File: src/rtl/packet_dispatcher.sv
// Pops packets from an upstream queue, drops those with an out-of-range
// destination, and delivers the rest on a one-hot valid/ready channel set.
module packet_dispatcher #(
  parameter int ID_W      = 32,
  parameter int SRC_W     = 8,
  parameter int DEST_W    = 8,
  parameter int PAYLOAD_W = 128,
  parameter int NUM_DEST  = 10
) (
  input  logic                 clk,
  input  logic                 rst,
  input  logic                 en,
  input  logic                 q_empty,
  output logic                 q_pop,
  input  logic [ID_W-1:0]      q_id,
  input  logic [SRC_W-1:0]     q_src,
  input  logic [DEST_W-1:0]    q_dest,
  input  logic [PAYLOAD_W-1:0] q_payload,
  output logic [NUM_DEST-1:0]  tx_valid,
  input  logic [NUM_DEST-1:0]  tx_ready,
  output logic [ID_W-1:0]      tx_id,
  output logic [SRC_W-1:0]     tx_src,
  output logic [PAYLOAD_W-1:0] tx_payload,
  output logic                 busy,
  output logic                 seq_err,
  output logic [31:0]          pkt_count,
  output logic [15:0]          drop_count
);

  typedef enum logic [1:0] {IDLE, POP, CAPT, SEND} state_t;

  state_t              state, state_next;
  logic [NUM_DEST-1:0] dest_dec;
  logic                dest_ok;
  logic                handshake;
  logic [ID_W-1:0]     expected_id;

  // A destination outside 0..NUM_DEST-1 decodes to all zeros and is dropped.
  always_comb begin
    dest_dec = '0;
    for (int i = 0; i < NUM_DEST; i++) begin
      if (q_dest == DEST_W'(i)) dest_dec[i] = 1'b1;
    end
  end

  assign dest_ok   = |dest_dec;
  assign handshake = |(tx_valid & tx_ready);
  assign q_pop     = (state == POP);
  assign busy      = (state != IDLE);

  // NOTE: sequential state is updated with non-blocking assignments so every
  // flop samples the pre-edge values of the others.
  always_ff @(posedge clk) begin
    if (rst) state <= IDLE;
    else     state <= state_next;
  end

  // NOTE: every output of this block gets a default first, so no path can
  // leave it unassigned and infer a latch.
  always_comb begin
    state_next = state;
    unique case (state)
      IDLE: if (en && !q_empty) state_next = POP;
      POP:  state_next = CAPT;
      CAPT: state_next = dest_ok ? SEND : IDLE;
      SEND: if (handshake) state_next = IDLE;
      default: state_next = IDLE;
    endcase
  end

  always_ff @(posedge clk) begin
    if (rst) begin
      tx_valid    <= '0;
      tx_id       <= '0;
      tx_src      <= '0;
      tx_payload  <= '0;
      seq_err     <= 1'b0;
      pkt_count   <= '0;
      drop_count  <= '0;
      expected_id <= '0;
    end else begin
      if (state == CAPT) begin
        tx_id       <= q_id;
        tx_src      <= q_src;
        tx_payload  <= q_payload;
        tx_valid    <= dest_dec;
        expected_id <= q_id + 1'b1;
        if (q_id != expected_id) seq_err <= 1'b1;
        if (!dest_ok && drop_count != 16'hFFFF) drop_count <= drop_count + 1'b1;
      end
      // tx_valid is non-zero only in SEND, so a handshake cannot fire elsewhere.
      if (handshake) begin
        tx_valid  <= '0;
        pkt_count <= pkt_count + 1'b1;
      end
    end
  end

endmodule

File: config.mk
export PLATFORM = sky130hd
export DESIGN_NAME = packet_dispatcher
export DESIGN_NICKNAME = d
export VERILOG_FILES = /design/src/rtl/packet_dispatcher.sv
export SDC_FILE = /design/constraint.sdc
export NUM_CORES = 1
export LEC_CHECK = 0
export ABC_AREA = 1
export ABC_CLOCK_PERIOD_IN_PS = 3200
export BUFFER_PORTS_ARGS = -buffer_cell sky130_fd_sc_hd__buf_2
export CAP_MARGIN = 0
export CELL_PAD_IN_SITES_DETAIL_PLACEMENT = 1
export CELL_PAD_IN_SITES_GLOBAL_PLACEMENT = 1
export CORE_UTILIZATION = 37
export DETAILED_ROUTE_END_ITERATION = 8
export PLACE_DENSITY_LB_ADDON = 0.1
export SLEW_MARGIN = 20
export SYNTH_ARGS = -nofsm -noshare
export SYNTH_HDL_FRONTEND = slang
export SYNTH_SLANG_ARGS = --single-unit
File: constraint.sdc
create_clock -name clk -period 3.2 [get_ports clk]
set_input_delay 0 -clock clk [delete_from_list [all_inputs] [get_ports clk]]
set_output_delay 0 -clock clk [all_outputs]
set_load 0.005 [all_outputs]
==> results.txt, run 1 <==
outcome -> finished clean
crit path time final -> 2290 ps
Core Area -> 31000 sq um
Hold Crit Class -> in2reg
Die Ht -> 180 um
flop2flop setup slack -> 910 ps
via count -> 13700
TritonCTS Buffers -> 30
Post-CTS Setup Inserts -> 0
RSZ-0062 raised after global routing -> false
critical path endpoint category -> flop
Mapped Area -> 11800 sq um
syn_nets -> 1905
Final Net Count -> 2459
combinational power share -> 10.2%
Post-synth EDFFs -> 0
Layout Skew -> 8.60 ps
total number of H-tree levels -> 1
P&R area growth vs syn -> 44.1%
endpoints failing setup -> 0
filler cell count -> 4031
Psw -> 1.96 mW
simple-gate share of the synthesized area -> 33.4%
clk slew on worst S/H paths -> 60 ps
Chip Width -> 180 um
1st-pass router iterations -> 5
Pwr Density -> 471 nW/um^2
Worst Setup SP -> state[0]$_SDFFE_PP0P_
most frequent cells in the layout -> buf_2 (418), nor2_1 (417), nand2_1 (358), dfxtp_1 (261), o21ai_0 (180)
worst-skew pair later-pin latency -> 560 ps
I/O pins -> 419
Post-synth top flop -> dfxtp_1
Max Cap Viol -> 0
Slew HR -> 34.9%
first-pass GRT wire length -> 81400 um
Power Total -> 7.99 mW
pin count of the biggest net entering global routing -> 221
Static Leak -> 8.15 nW
Clock Sinks -> 261
Slew @ Worst Pin -> 977 ps
vias per cell -> 5.11
sequential power share -> 42.6%
Final Cycle Share -> 71.5%
area of the multi-input gates -> 5740 sq um
Fin Setup TNS -> 0 ps
Startpoint Class -> flop
initial antenna violation count -> 4
Crit Path Class -> reg2reg
Slew Viols, Final -> 0
VDD IR max -> 328 uV
CTS tree -> done
R2R depth -> 6
Worst Path Required -> 3630 ps
die footprint -> 32500 sq um
worst setup path endpoint -> tx_valid[0]$_SDFFE_PP0P_
Synth Area in XOR/XNOR -> 2.97%
Synth Area in Adders -> 0.319%
CP arrival -> 2720 ps
CTS Buffer Depth -> 3
vias in the first global route -> 14900
CP max FO -> 113
Pint -> 6.03 mW
post-route ant nets -> 0
Synth Area in Compound Gates -> 12.1%
asr flop ratio synth -> 0%
row cnt -> 64
worst r2r src -> state[0]$_SDFFE_PP0P_
DRC -> 0
Seq/Total Area, Yosys -> 44.4%
Seq. cell area -> 5230 sq um
Port-buffer cells -> 418
DPL Wire Length -> 31000 um
Wirelength per Cell -> 19.0 um
Initial Utilization -> 38.0%
GRT Overall Usage -> 31.0%
unique cell type count in the Yosys netlist -> 43
main combinational cell family by area after synthesis -> simple AND/OR/NAND/NOR gates
Net Sw Frac -> 24.6%
1st-iter DRT viols -> 682
drt total wl -> 51000 um
post-synthesis cell count -> 1712
aggregate global routing overflow -> 0
# resized after CTS -> 0
r2r endpoint -> tx_valid[0]$_SDFFE_PP0P_
register bit total from synthesis -> 261
Syn Area/Cell -> 6.88 sq um
fmax -> 437 MHz
clock root cell -> clkbuf_16
GPL Wtd Cong -> 0.830
most common cell after layout, fill and taps aside -> buf_2
Clock power frac -> 47.3%
layout cells sized above 1 -> 23.2%
Fin. Hold Viols -> 0
Yosys warnings -> 0
mux contribution to synthesized area -> 0%
-- how the worst min path moves through the flow --
stage | startpoint | endpoint | slack, ps | depth (start not counted)
after global placement | q_payload[36] | tx_payload[36]$_SDFFE_PP0P_ | 220 | 3
final | q_dest[4] | tx_valid[6]$_SDFFE_PP0P_ | 10 | 6
after floorplan | q_id[11] | tx_id[11]$_SDFFE_PP0P_ | 130 | 2
after CTS | q_dest[4] | tx_valid[2]$_SDFFE_PP0P_ | 2 | 6
after detailed placement | q_payload[24] | tx_payload[24]$_SDFFE_PP0P_ | 230 | 3
after global routing | q_dest[4] | tx_valid[2]$_SDFFE_PP0P_ | 60 | 6
-- routing by layer --
layer / track usage (%) / vias to the layer above / wire, um
met2: 54.5 / 474 / 24600
met1: 35.2 / 6533 / 20300
li1: - / 6565 / -
met3: 5.38 / 167 / 2650
met5: 0 / - / 33
met4: 18.5 / 4 / 3340
-- power by group through the flow --
stage | clock network [mW] | registers, mW | logic (mW)
2_1_floorplan | 0 | 3.47 | 0.268
3_3_place_gp | 0 | 3.46 | 0.592
3_5_place_dp | 0 | 3.46 | 0.607
4_1_cts | 3.79 | 3.39 | 0.784
5_1_grt | 3.97 | 3.41 | 0.884
6_report | 3.78 | 3.40 | 0.814
-- critical path: stages, from the launching register on --
cell           delay (ps)
dfxtp_1               420
nor2_4                 90
inv_6                 570
nor3_2                 90
dlygate4sd3_1         640
a32oi_1               230
nor2_1                 70
-- flip-flops by register name, indices dropped and copies added, names as in the netlist --
register     count
seq_err          1
expected_id     32
state            2
tx_valid        10
pkt_count       32
drop_count      16
tx_src           8
tx_payload     128
tx_id           32
-- cell usage after synthesis, types with 15 or more instances --
| cell type | count | share of area [%] |
|---|---|---|
| nor2_1 | 417 | 13 |
| nand2_1 | 358 | 11 |
| dfxtp_1 | 261 | 44 |
| o21ai_0 | 180 | 7.6 |
| inv_1 | 95 | 3.0 |
| a21oi_1 | 69 | 2.9 |
| nand3_1 | 68 | 2.9 |
| clkbuf_1 | 44 | 1.4 |
| nor3_1 | 29 | 1.2 |
| xnor2_1 | 28 | 2.1 |
| buf_2 | 27 | 1.1 |
| inv_2 | 22 | 0.70 |
| nand4_1 | 15 | 0.80 |
-- stage by stage --
| stage | hold slack [ps] | std cells | worst slack, ps | util, % | instance area, sq um |
|---|---|---|---|---|---|
| after global placement | 219 | 2452 | 1330 | 45.5 | 14100 |
| final | 13.5 | 2687 | 911 | 54.7 | 17000 |
| after detailed placement | 229 | 2452 | 1220 | 45.5 | 14100 |
| after floorplan | 135 | 1712 | 1660 | - | 11800 |
| after CTS | 1.77 | 2685 | 912 | 54.7 | 17000 |
| after global routing | 63.7 | 2686 | 762 | 54.7 | 17000 |
-- area by class of cell --
cell class                 count  share of cell area (%)
antenna                        2                  0.0295
clock buffer                  43                    5.19
clock inverter                12                    1.12
inverter                     122                    2.75
multi-input combinational   1248                    33.8
sequential                   261                    30.8
tap                          396                    2.92
timing repair buffer         603                    23.4
-- cells by family (layout without fill, tap and decap cells) --
| group | count (synthesis) | in the layout |
|---|---|---|
| xor gates and xnor gates | 40 | 40 |
| other | 0 | 2 |
| and+or+nand+nor | 932 | 932 |
| adders and majority gates | 3 | 3 |
| buffers and inverters | 203 | 780 |
| DFF | 261 | 261 |
| AOI/OAI and AO/OA | 273 | 273 |
-- repair_timing --
item | 4_1_cts | 5_1_grt
hold endpoints to repair | 211 | 0
setup endpoints to repair | 0 | 0
hold buffers | 178 | 0
(Power assumes the default switching activity.)
==> run 2, diff against run 1 <==
- ABC_CLOCK_PERIOD_IN_PS: 3200 -> 2200
- CORE_UTILIZATION: 37 -> 34
- clock period: 3.2 -> 2.2 ns (I/O delays scaled with it)
==> results.txt, run 2 (synthesis results as in run 1) <==
Slew HR -> 58.2%
VDD IR max -> 510 uV
critical path endpoint category -> flop
CTS Buffer Depth -> 3
met3 Use GR -> 5.82%
post-route ant nets -> 0
Static Leak -> 8.41 nW
most frequent cells in the layout -> buf_2 (418), nor2_1 (417), nand2_1 (358), dfxtp_1 (261), dlygate4sd3_1 (212)
Die Ht -> 188 um
Layout Skew -> 13.1 ps
TritonCTS Buffers -> 31
Initial Utilization -> 34.9%
Clock power frac -> 46.0%
M1 GR Usage -> 32.5%
worst r2r src -> state[1]$_SDFFE_PP0P_
Final Net Count -> 2501
Max Cap Viol -> 0
CTS tree -> done
Worst Path Required -> 2690 ps
Inst Count DP -> 2510
Chip Width -> 188 um
DPL Wire Length -> 32100 um
CP max FO -> 55
filler cell count -> 4372
first-pass GRT wire length -> 80200 um
combinational power share -> 10.8%
HP Start -> tx_ready[3]
initial antenna violation count -> 6
1st-iter DRT viols -> 520
RSZ-0062 raised after global routing -> false
Slew @ Worst Pin -> 627 ps
crit path time final -> 2090 ps
worst-skew pair later-pin latency -> 560 ps
Pwr Density -> 655 nW/um^2
Fin Setup TNS -> 0 ps
Pint -> 8.57 mW
Hold WS -> 48.0 ps
vias per cell -> 4.98
flop2flop setup slack -> 110 ps
Net Sw Frac -> 25.1%
die footprint -> 35400 sq um
1st-pass router iterations -> 5
most common cell after layout, fill and taps aside -> buf_2
row cnt -> 67
clock root cell -> clkbuf_16
global routing's busiest layer -> met2
total number of H-tree levels -> 1
clk slew on worst S/H paths -> 70 ps
Hold Crit Class -> in2reg
aggregate global routing overflow -> 0
I/O pins -> 419
max reg flops -> 128
Clock Sinks -> 261
Crit Path Class -> reg2reg
Wirelength per Cell -> 18.5 um
P&R area growth vs syn -> 48.3%
Most flops, register -> tx_payload
pin count of the biggest net entering global routing -> 119
drt total wl -> 51600 um
GRT Overall Usage -> 28.3%
R2R depth -> 7
Hold EP -> pkt_count[30]$_SDFFE_PP0P_
CP arrival -> 2590 ps
Final Cycle Share -> 95.2%
DRC -> 0
endpoints failing setup -> 0
layout cells sized above 1 -> 23.2%
Psw -> 2.87 mW
via count -> 13900
Startpoint Class -> flop
pre-CTS WS -> 368 ps
Final Non-Filler Cells -> 2787
r2r endpoint -> tx_payload[35]$_SDFFE_PP0P_
Core Area -> 33800 sq um
GPL Wtd Cong -> 0.799
outcome -> finished clean
fmax -> 478 MHz
Fin. Hold Viols -> 0
Slew Viols, Final -> 0
GRT met2 Usage -> 48.2%
Port-buffer cells -> 418
final worst slack -> 106 ps
Hold Path Depth -> 6
sequential power share -> 43.2%
vias in the first global route -> 14900
[run 2: changes by cell type in the layout (fill, tap and decap cells not counted), moves of 2 or more]
| cell | delta |
|---|---|
| buf_12 | +2 |
| buf_4 | +3 |
| bufinv_16 | -3 |
| clkbuf_8 | +3 |
| diode_2 | +5 |
| dlygate4sd3_1 | +34 |
[run 2: layout make-up]
| cell class | count | area (sq um) | share of cell area [%] |
|---|---|---|---|
| Sequential cell | 261 | 5230 | 29.9 |
| Timing Repair Buffer | 644 | 4420 | 25.3 |
| Multi-Input combinational cell | 1248 | 5740 | 32.9 |
| Inverter | 122 | 467 | 2.67 |
| Clock inverter | 10 | 105 | 0.602 |
| Tap cell | 448 | 561 | 3.21 |
| Clock buffer | 47 | 926 | 5.30 |
| Antenna cell | 7 | 17.5 | 0.100 |
[run 2: per-stage QoR]
stage	cell area (sq um)	util (%)	power, mW
after CTS	17400	51.5	11.4
after floorplan	11800	-	5.43
after global routing	17500	51.7	11.9
after global placement	14200	42.2	5.91
after detailed placement	14200	42.2	5.93
final	17500	51.7	11.4
[run 2: how the worst max path moves through the flow]
stage          slack (ps)                           to                        from
2_1_floorplan         660  drop_count[13]$_SDFFE_PP0P_  drop_count[0]$_SDFFE_PP0P_
3_3_place_gp          440   drop_count[0]$_SDFFE_PP0P_  drop_count[0]$_SDFFE_PP0P_
3_5_place_dp          370   drop_count[3]$_SDFFE_PP0P_  drop_count[0]$_SDFFE_PP0P_
4_1_cts                50  tx_payload[32]$_SDFFE_PP0P_       state[1]$_SDFFE_PP0P_
5_1_grt                20  tx_payload[35]$_SDFFE_PP0P_       state[1]$_SDFFE_PP0P_
6_report              110  tx_payload[35]$_SDFFE_PP0P_       state[1]$_SDFFE_PP0P_
[run 2: power by group through the flow]
stage | clock network (mW) | registers [mW] | logic, mW
floorplan | 0 | 5.04 | 0.390
global placement | 0 | 5.03 | 0.879
detailed placement | 0 | 5.03 | 0.893
CTS | 5.33 | 4.93 | 1.18
global route | 5.55 | 4.96 | 1.34
finish | 5.26 | 4.94 | 1.24
[run 2: worst max-delay path: stages (launching register included)]
cell	delay, ps
dfxtp_1	360
inv_2	70
nor2_4	130
buf_4	240
buf_12	250
o21ai_0	150
nor2_1	210
dlygate4sd3_1	600
[run 2: what timing repair did]
| item | in CTS | in global routing |
|---|---|---|
| endpoints found under the hold margin | 217 | 0 |
| resized for setup | 0 | 5 |
| buffers inserted | 0 | 0 |
| endpoints found under the setup margin | 0 | 23 |
| hold buffers | 212 | 0 |
[run 2: layer usage]
metal	vias up	share of wire (%)
li1	6652	-
met5	-	0
met2	471	47
met4	0	6.3
met1	6589	41
met3	155	5.9
==> run 3, diff against run 2 <==
- ABC_CLOCK_PERIOD_IN_PS: 2200 -> 2040
- clock period: 2.2 -> 2.04 ns (I/O delays scaled with it)
==> results.txt, run 3 (synthesis results as in run 1) <==
Slew @ Worst Pin -> 758 ps
1st-pass router iterations -> 4
Fin Setup TNS -> 0 ps
worst-skew pair later-pin latency -> 570 ps
die footprint -> 35400 sq um
Fin. Hold Viols -> 0
Hold WS -> 49.3 ps
Final Cycle Share -> 93.4%
Initial Utilization -> 34.9%
Pwr Density -> 717 nW/um^2
initial antenna violation count -> 6
endpoints failing setup -> 0
Slew Viols, Final -> 0
Crit Path Class -> reg2reg
Chip Width -> 188 um
DRC -> 0
combinational power share -> 10.5%
clock root cell -> clkbuf_16
I/O pins -> 419
slowest stage cell on the critical path -> buf_4
Clock Sinks -> 261
Port-buffer cells -> 418
1st-iter DRT viols -> 565
CP arrival -> 2380 ps
Net Sw Frac -> 24.7%
outcome -> finished clean
Worst Path Required -> 2520 ps
Wirelength per Cell -> 18.0 um
Slew HR -> 49.5%
aggregate global routing overflow -> 0
RSZ-0062 raised after global routing -> false
pin count of the biggest net entering global routing -> 81
Static Leak -> 8.23 nW
drt total wl -> 49600 um
Startpoint Class -> flop
CTS tree -> done
crit-path cells -> inv_2 > nor2_4 > buf_12 > buf_4 > o21ai_0 > nor2_1
max reg flops -> 128
largest stage delay on the critical path -> 460 ps
critical path endpoint category -> flop
Core Area -> 33800 sq um
pre-CTS WS -> 169 ps
Seq. cell area -> 5230 sq um
Max Cap Viol -> 0
VDD IR max -> 554 uV
fmax -> 525 MHz
GPL Wtd Cong -> 0.834
Clock power frac -> 46.1%
post-route ant nets -> 0
final worst slack -> 135 ps
layout cells sized above 1 -> 23.5%
clk slew on worst S/H paths -> 60 ps
Die Ht -> 188 um
DPL Wire Length -> 31800 um
Final Net Count -> 2470
crit path time final -> 1900 ps
TritonCTS Buffers -> 30
vias in the first global route -> 14700
most frequent cells in the layout -> buf_2 (418), nor2_1 (417), nand2_1 (358), dfxtp_1 (261), dlygate4sd3_1 (182)
P&R area growth vs syn -> 45.7%
first-pass GRT wire length -> 78500 um
via count -> 13600
filler cell count -> 4337
CTS Buffer Depth -> 3
vias per cell -> 4.93
sequential power share -> 43.3%
GRT Overall Usage -> 27.5%
Layout Skew -> 10.1 ps
Psw -> 3.03 mW
Pint -> 9.27 mW
Most flops, register -> tx_payload
total number of H-tree levels -> 1
Hold Crit Class -> in2reg
most common cell after layout, fill and taps aside -> buf_2
CP max FO -> 69
area of the multi-input gates -> 5740 sq um
row cnt -> 67
## run 3: final cells by class
class / count / area share [%]
multi-input combinational: 1248 / 33.4
sequential: 261 / 30.4
timing repair buffer: 614 / 24.0
clock buffer: 44 / 5.21
tap: 448 / 3.27
inverter: 122 / 2.72
clock inverter: 12 / 0.817
antenna: 6 / 0.0875
## run 3: final timing paths
check / startpoint / end / slack (ps) / depth (start not counted)
worst min register to register: seq_err$_SDFFE_PP0P_ / seq_err$_SDFFE_PP0P_ / 460 / 2
worst max register to register: state[1]$_SDFFE_PP0P_ / tx_payload[67]$_SDFFE_PP0P_ / 140 / 6
worst min-delay path: tx_ready[3] / pkt_count[15]$_SDFFE_PP0P_ / 50 / 6
worst max-delay path: state[1]$_SDFFE_PP0P_ / tx_payload[67]$_SDFFE_PP0P_ / 140 / 6
## run 3: per-layer routing
layer | GRT usage [%] | up-vias | share of wire [%]
met5 | 0 | - | 0.026
met4 | 15.5 | 2 | 5.9
met3 | 5.17 | 128 | 5.1
met2 | 48.3 | 409 | 48
met1 | 31.1 | 6458 | 41
li1 | - | 6592 | -
## run 3: metrics by stage
stage	instances	utilization (%)	power (mW)	instance area [sq um]
global route	2754	50.8	12.7	17200
finish	2755	50.8	12.3	17200
global placement	2510	42.2	6.38	14300
CTS	2749	50.7	12.4	17100
floorplan	1712	-	5.86	11800
detailed placement	2510	42.2	6.40	14300
## run 3: worst max-delay path, delay by kind of cell (launching register included)
family,cells,cell delay [ps]
simple gates,2,350
compound gates,1,220
buf+inv,3,850
flops,1,370
## run 3: power by group through the flow
stage | combinational [mW] | sequential [mW] | clock [mW]
2_1_floorplan | 0.421 | 5.44 | 0
3_3_place_gp | 0.952 | 5.42 | 0
3_5_place_dp | 0.970 | 5.43 | 0
4_1_cts | 1.26 | 5.32 | 5.80
5_1_grt | 1.41 | 5.34 | 5.99
6_report | 1.29 | 5.33 | 5.67
## run 3: timing repair
action / 4_1_cts / 5_1_grt
buffers inserted: 0 / 1
hold endpoints to repair: 217 / 0
gates resized for setup: 0 / 0
hold buffers: 183 / 0
endpoints found under the setup margin: 0 / 7
